### src/rtl/fifo_ctrl.sv
// rtl/fifo_ctrl.sv - pointer, occupancy and read-valid controller turning a 16x8 dual-port RAM into a FIFO
// Optional sticky overflow/underflow flags are built when FIFO_CTRL_ERR_EN is defined.

module fifo_ctrl #(
  parameter int ADDR_W   = 4,
  parameter int AF_LEVEL = 12,
  parameter int AE_LEVEL = 2
) (
  input  logic              clk,
  input  logic              rst_n,
  input  logic              push,
  input  logic              pop,
  input  logic              flush,
`ifdef FIFO_CTRL_ERR_EN
  input  logic              err_clr,
  output logic              ovf_err,
  output logic              unf_err,
`endif
  output logic              ram_write,
  output logic [ADDR_W-1:0] ram_wr_addr,
  output logic              ram_read,
  output logic [ADDR_W-1:0] ram_rd_addr,
  output logic              rd_valid,
  output logic              full,
  output logic              empty,
  output logic              almost_full,
  output logic              almost_empty,
  output logic [ADDR_W:0]   count
);

  localparam int              PW      = ADDR_W + 1;
  localparam logic [ADDR_W:0] DEPTH_C = PW'(1 << ADDR_W);
  localparam logic [ADDR_W:0] AF_C    = PW'(AF_LEVEL);
  localparam logic [ADDR_W:0] AE_C    = PW'(AE_LEVEL);
  localparam logic [ADDR_W:0] ONE_C   = PW'(1);

  logic [ADDR_W:0] wr_ptr_q, wr_ptr_d;
  logic [ADDR_W:0] rd_ptr_q, rd_ptr_d;
  logic [ADDR_W:0] count_q, count_d;
  logic            rd_valid_q, rd_valid_d;
  logic            push_acc, pop_acc;
  logic            unused_wrap;

  always_comb begin
    full         = (count_q == DEPTH_C);
    empty        = (count_q == '0);
    almost_full  = (count_q >= AF_C);
    almost_empty = (count_q <= AE_C);
    push_acc     = push & ~full & ~flush;
    pop_acc      = pop & ~empty & ~flush;
  end

  // Strobes are held low while reset is asserted so the RAM never sees a write during reset.
  assign ram_write   = push_acc & rst_n;
  assign ram_read    = pop_acc & rst_n;
  assign ram_wr_addr = wr_ptr_q[ADDR_W-1:0];
  assign ram_rd_addr = rd_ptr_q[ADDR_W-1:0];
  assign rd_valid    = rd_valid_q;
  assign count       = count_q;

  // Occupancy comes from count_q; the pointer wrap bits are kept only for debug visibility.
  assign unused_wrap = wr_ptr_q[ADDR_W] ^ rd_ptr_q[ADDR_W];

  always_comb begin
    wr_ptr_d   = wr_ptr_q;
    rd_ptr_d   = rd_ptr_q;
    count_d    = count_q;
    rd_valid_d = pop_acc;
    if (flush) begin
      wr_ptr_d   = '0;
      rd_ptr_d   = '0;
      count_d    = '0;
      rd_valid_d = 1'b0;
    end else begin
      if (push_acc) wr_ptr_d = wr_ptr_q + ONE_C;
      if (pop_acc)  rd_ptr_d = rd_ptr_q + ONE_C;
      case ({push_acc, pop_acc})
        2'b10:   count_d = count_q + ONE_C;
        2'b01:   count_d = count_q - ONE_C;
        default: count_d = count_q;
      endcase
    end
  end

  always_ff @(posedge clk or negedge rst_n) begin
    if (!rst_n) begin
      wr_ptr_q   <= '0;
      rd_ptr_q   <= '0;
      count_q    <= '0;
      rd_valid_q <= 1'b0;
    end else begin
      wr_ptr_q   <= wr_ptr_d;
      rd_ptr_q   <= rd_ptr_d;
      count_q    <= count_d;
      rd_valid_q <= rd_valid_d;
    end
  end

`ifdef FIFO_CTRL_ERR_EN
  logic ovf_q, ovf_d;
  logic unf_q, unf_d;

  // A new error in the same cycle as err_clr wins over the clear.
  always_comb begin
    ovf_d = (push & full & ~flush) | (ovf_q & ~err_clr);
    unf_d = (pop & empty & ~flush) | (unf_q & ~err_clr);
  end

  always_ff @(posedge clk or negedge rst_n) begin
    if (!rst_n) begin
      ovf_q <= 1'b0;
      unf_q <= 1'b0;
    end else begin
      ovf_q <= ovf_d;
      unf_q <= unf_d;
    end
  end

  assign ovf_err = ovf_q;
  assign unf_err = unf_q;
`endif

endmodule

### config.mk
export PLATFORM = sky130hd
export DESIGN_NAME = fifo_ctrl
export DESIGN_NICKNAME = d
export VERILOG_FILES = /design/src/rtl/fifo_ctrl.sv
export SDC_FILE = /design/constraint.sdc
export NUM_CORES = 1
export LEC_CHECK = 0
export ABC_AREA = 1
export CAP_MARGIN = 30
export CORE_ASPECT_RATIO = 0.8
export CORE_MARGIN = 3
export CORE_UTILIZATION = 46
export CTS_CLUSTER_SIZE = 25
export DETAILED_ROUTE_END_ITERATION = 12
export GPL_TIMING_DRIVEN = 0
export PLACE_DENSITY = 0.78
export SLEW_MARGIN = 20
export SYNTH_ARGS = -nofsm -noshare
export SYNTH_HDL_FRONTEND = slang
export SYNTH_SLANG_ARGS = --single-unit
### constraint.sdc
create_clock -name clk -period 2.95 [get_ports clk]
set_clock_uncertainty 0.2 [all_clocks]
set_input_delay 0.59 -clock clk [delete_from_list [all_inputs] [get_ports clk]]
set_output_delay 0.59 -clock clk [all_outputs]
set_load 0.005 [all_outputs]
==> flow_summary.yaml <==
sta:
  setup_viol: 0
  hold_violations: 0
  rsz0062_at_grt: "no"
  fmax_ghz: 0.360
  post-route-period-util: 0.943
  slew_violations: 0
  period_needed_ps: 2780
  worst_slew_pin_slew_ps: 422
  timing.slew.headroom: 0.719
min_path:
  hp-class: "in -> async"
die:
  initial_core_util: 0.513
  die_h_um: 45.2
  io_pins: 25
  row_count: 13
  die_w_um: 55.0
  die-area_sq_mm: 0.00249
  core_area_sq_mm: 0.00172
clocking:
  cts_tree: "done"
  cts_max_level: 1
  cts.sinks: 14
  clkLatencyLatePin_ps: 280
  root_buffer: "clkbuf_4"
  cts_max_path_buffers: 2
  cts.reportedPaths.clkPinSlew_ps: 80
  cts_made_buffers: 3
yosys:
  synth-simple-area-share: 0.351
  synth_xor_area_frac: 0.00990
  yosys_register_bits: 14
  synth_top_family_by_area: "simple AND/OR/NAND/NOR gates"
  synth_area_sq_um: 885
  seq_area_frac_synth: 0.396
  syn_area_per_cell_sq_um: 7.97
  syn_inst: 111
  yosys-mux-area-fraction: 0
  synth_compound_area_frac: 0.0835
  syn_nets: 122
  synth_warnings: 0
  synth_fa_ha_area_frac: 0.0934
  synth_cell_type_count: 22
layout:
  layout.area.seq_sq_um: 350
  post-route-util: 0.679
  diodes: 0
  post-route-cell-area_sq_mm: 0.00117
  finalNetCount: 151
  areaGrowthSynthToFinish_pct: 32.2
  multiInputGateArea_sq_um: 475
  final_cells: 160
  drive_gt1_frac: 0.159
  nFillCells: 145
pwr:
  cellPowerDensity_mw_per_mm2: 776
  peakVddDrop_mv: 0.607
  static-leakage-power_nw: 0.598
global_route:
  grt_util_all_layers: 0.185
  grt_first_pass_wirelength_um: 3190
  antenna_found_initial: 0
  overflow: 0
  grt_max_degree: 16
  grt_pass1_vias: 717
worst_setup_path:
  r2r_setup_slack_ps: 520
  r2r_start: "count[1]"
  startpoint_type: "input pin"
  cp.required_ps: 2160
  timing.rr.end: "count[3]"
  path_max_fanout: 8
  worstRegToRegCells: 11
  end_kind: "output pin"
  arrival_ps: 1990
  worstSetupPathType: "in -> out"
job:
  drv_cap: 0
route:
  viasPerCell: 5.13
  wl_per_cell_um: 12.2
  vias: 820
  first_pass_iters: 4
  drtAntennaViolNets: 0
  drc: 0
  drt_iter0_drc: 16
  drt_wl_total_um: 1950
status:
  status: "completed"
placed_design:
  placed_cells: 157
  dp_hpwl_um: 1560
  placed_cell_area_sq_mm: 0.00115
  gp_congestion: 0.868
  port-buffer-count: 24
## layout by cell type, fill, tap and decap left out, types with 2 or more instances in the layout
cell type        count
nand3_2              3
nand2_1             27
clkbuf_4             3
nand2_2              3
a21oi_1              6
nor2_4               2
o21ai_0              6
ha_1                 5
clkdlybuf4s50_1     23
inv_1                9
dfrtp_1             14
nand2_4              2
nor3_1               2
nor2_1               6
inv_2                4
nand3_1             14
## metrics by stage
| step | TNS (ps) | hold slack (ps) | power (mW) | setup slack [ps] |
|---|---|---|---|---|
| after floorplan | 0 | 94.4 | 0.571 | 710 |
| after CTS | 0 | 267 | 0.919 | 96.8 |
| after detailed placement | -291 | 290 | 0.807 | -147 |
| after global routing | 0 | 24.3 | 0.985 | 48.8 |
| final | 0 | 17.8 | 0.908 | 169 |
| after global placement | -197 | 283 | 0.794 | -101 |
## flip-flops by register name, indices dropped and copies added (netlist names)
| signal | cells |
|---|---|
| rd_ptr_q | 4 |
| wr_ptr_q | 4 |
| rd_valid | 1 |
| count | 5 |
## worst max path at each step
stage,from,to
3_3_place_gp,rst_n,ram_read
6_report,push,ram_write
3_5_place_dp,rst_n,ram_read
2_1_floorplan,count[1],count[3]
5_1_grt,flush,ram_read
4_1_cts,flush,ram_read
## cell families (layout without fill, tap and decap cells)
family,Yosys count,count (layout)
AO/OA/AOI/OAI,14,14
XOR/XNOR,1,1
adder cells (fa/ha/maj),6,6
buffers and inverters,15,42
flip-flops,14,14
AND/OR/NAND/NOR,61,61
## power by group
| part | internal, mW | switching (mW) | leakage, nW |
|---|---|---|---|
| Combinational | 0.254 | 0.242 | 0.395 |
| Clock | 0.0473 | 0.0590 | 0.0138 |
| Sequential | 0.236 | 0.0699 | 0.190 |
| Total | 0.537 | 0.371 | 0.598 |
## repair_timing
item | 4_1_cts | 5_1_grt
gates resized for setup | 1 | 3
setup buffers | 0 | 0
endpoints found under the setup margin | 2 | 2
hold buffers | 0 | 0
## layout make-up
type / count / share of cell area
well taps: 22 / 0.0235
multi-input cells: 82 / 0.406
repair buffers: 24 / 0.201
plain buffers: 1 / 0.00321
clock buffers: 3 / 0.0193
inverters: 14 / 0.0471
flip-flops and latches: 14 / 0.299
## worst max-delay path: stages
cell and delay [ps]:
clkdlybuf4s50_1 510, nand2_4 100, inv_2 110, nand2_1 80, nor2_1 90, clkdlybuf4s50_1 510
## Yosys cell counts (all sizes together)
cell type / count / area (sq um)
nor2: 9 / 51.3
fa: 1 / 20.0
nor3: 2 / 10.0
dfrtp: 14 / 350
or2: 1 / 6.26
nand2: 32 / 143
clkbuf: 1 / 3.75
nand3: 17 / 100
a21oi: 6 / 30.0
inv: 14 / 55.1
ha: 5 / 62.6
o21ai: 8 / 43.8
xor2: 1 / 8.76
## routing by layer
metal / GRT usage / up-vias / wire length, um
met5: 0 / - / 0
met4: 0.0437 / 0 / 12
met3: 0.0693 / 2 / 108
met2: 0.276 / 22 / 970
met1: 0.254 / 377 / 856
li1: - / 419 / -
Note: power is estimated with default switching activity, not from simulation.
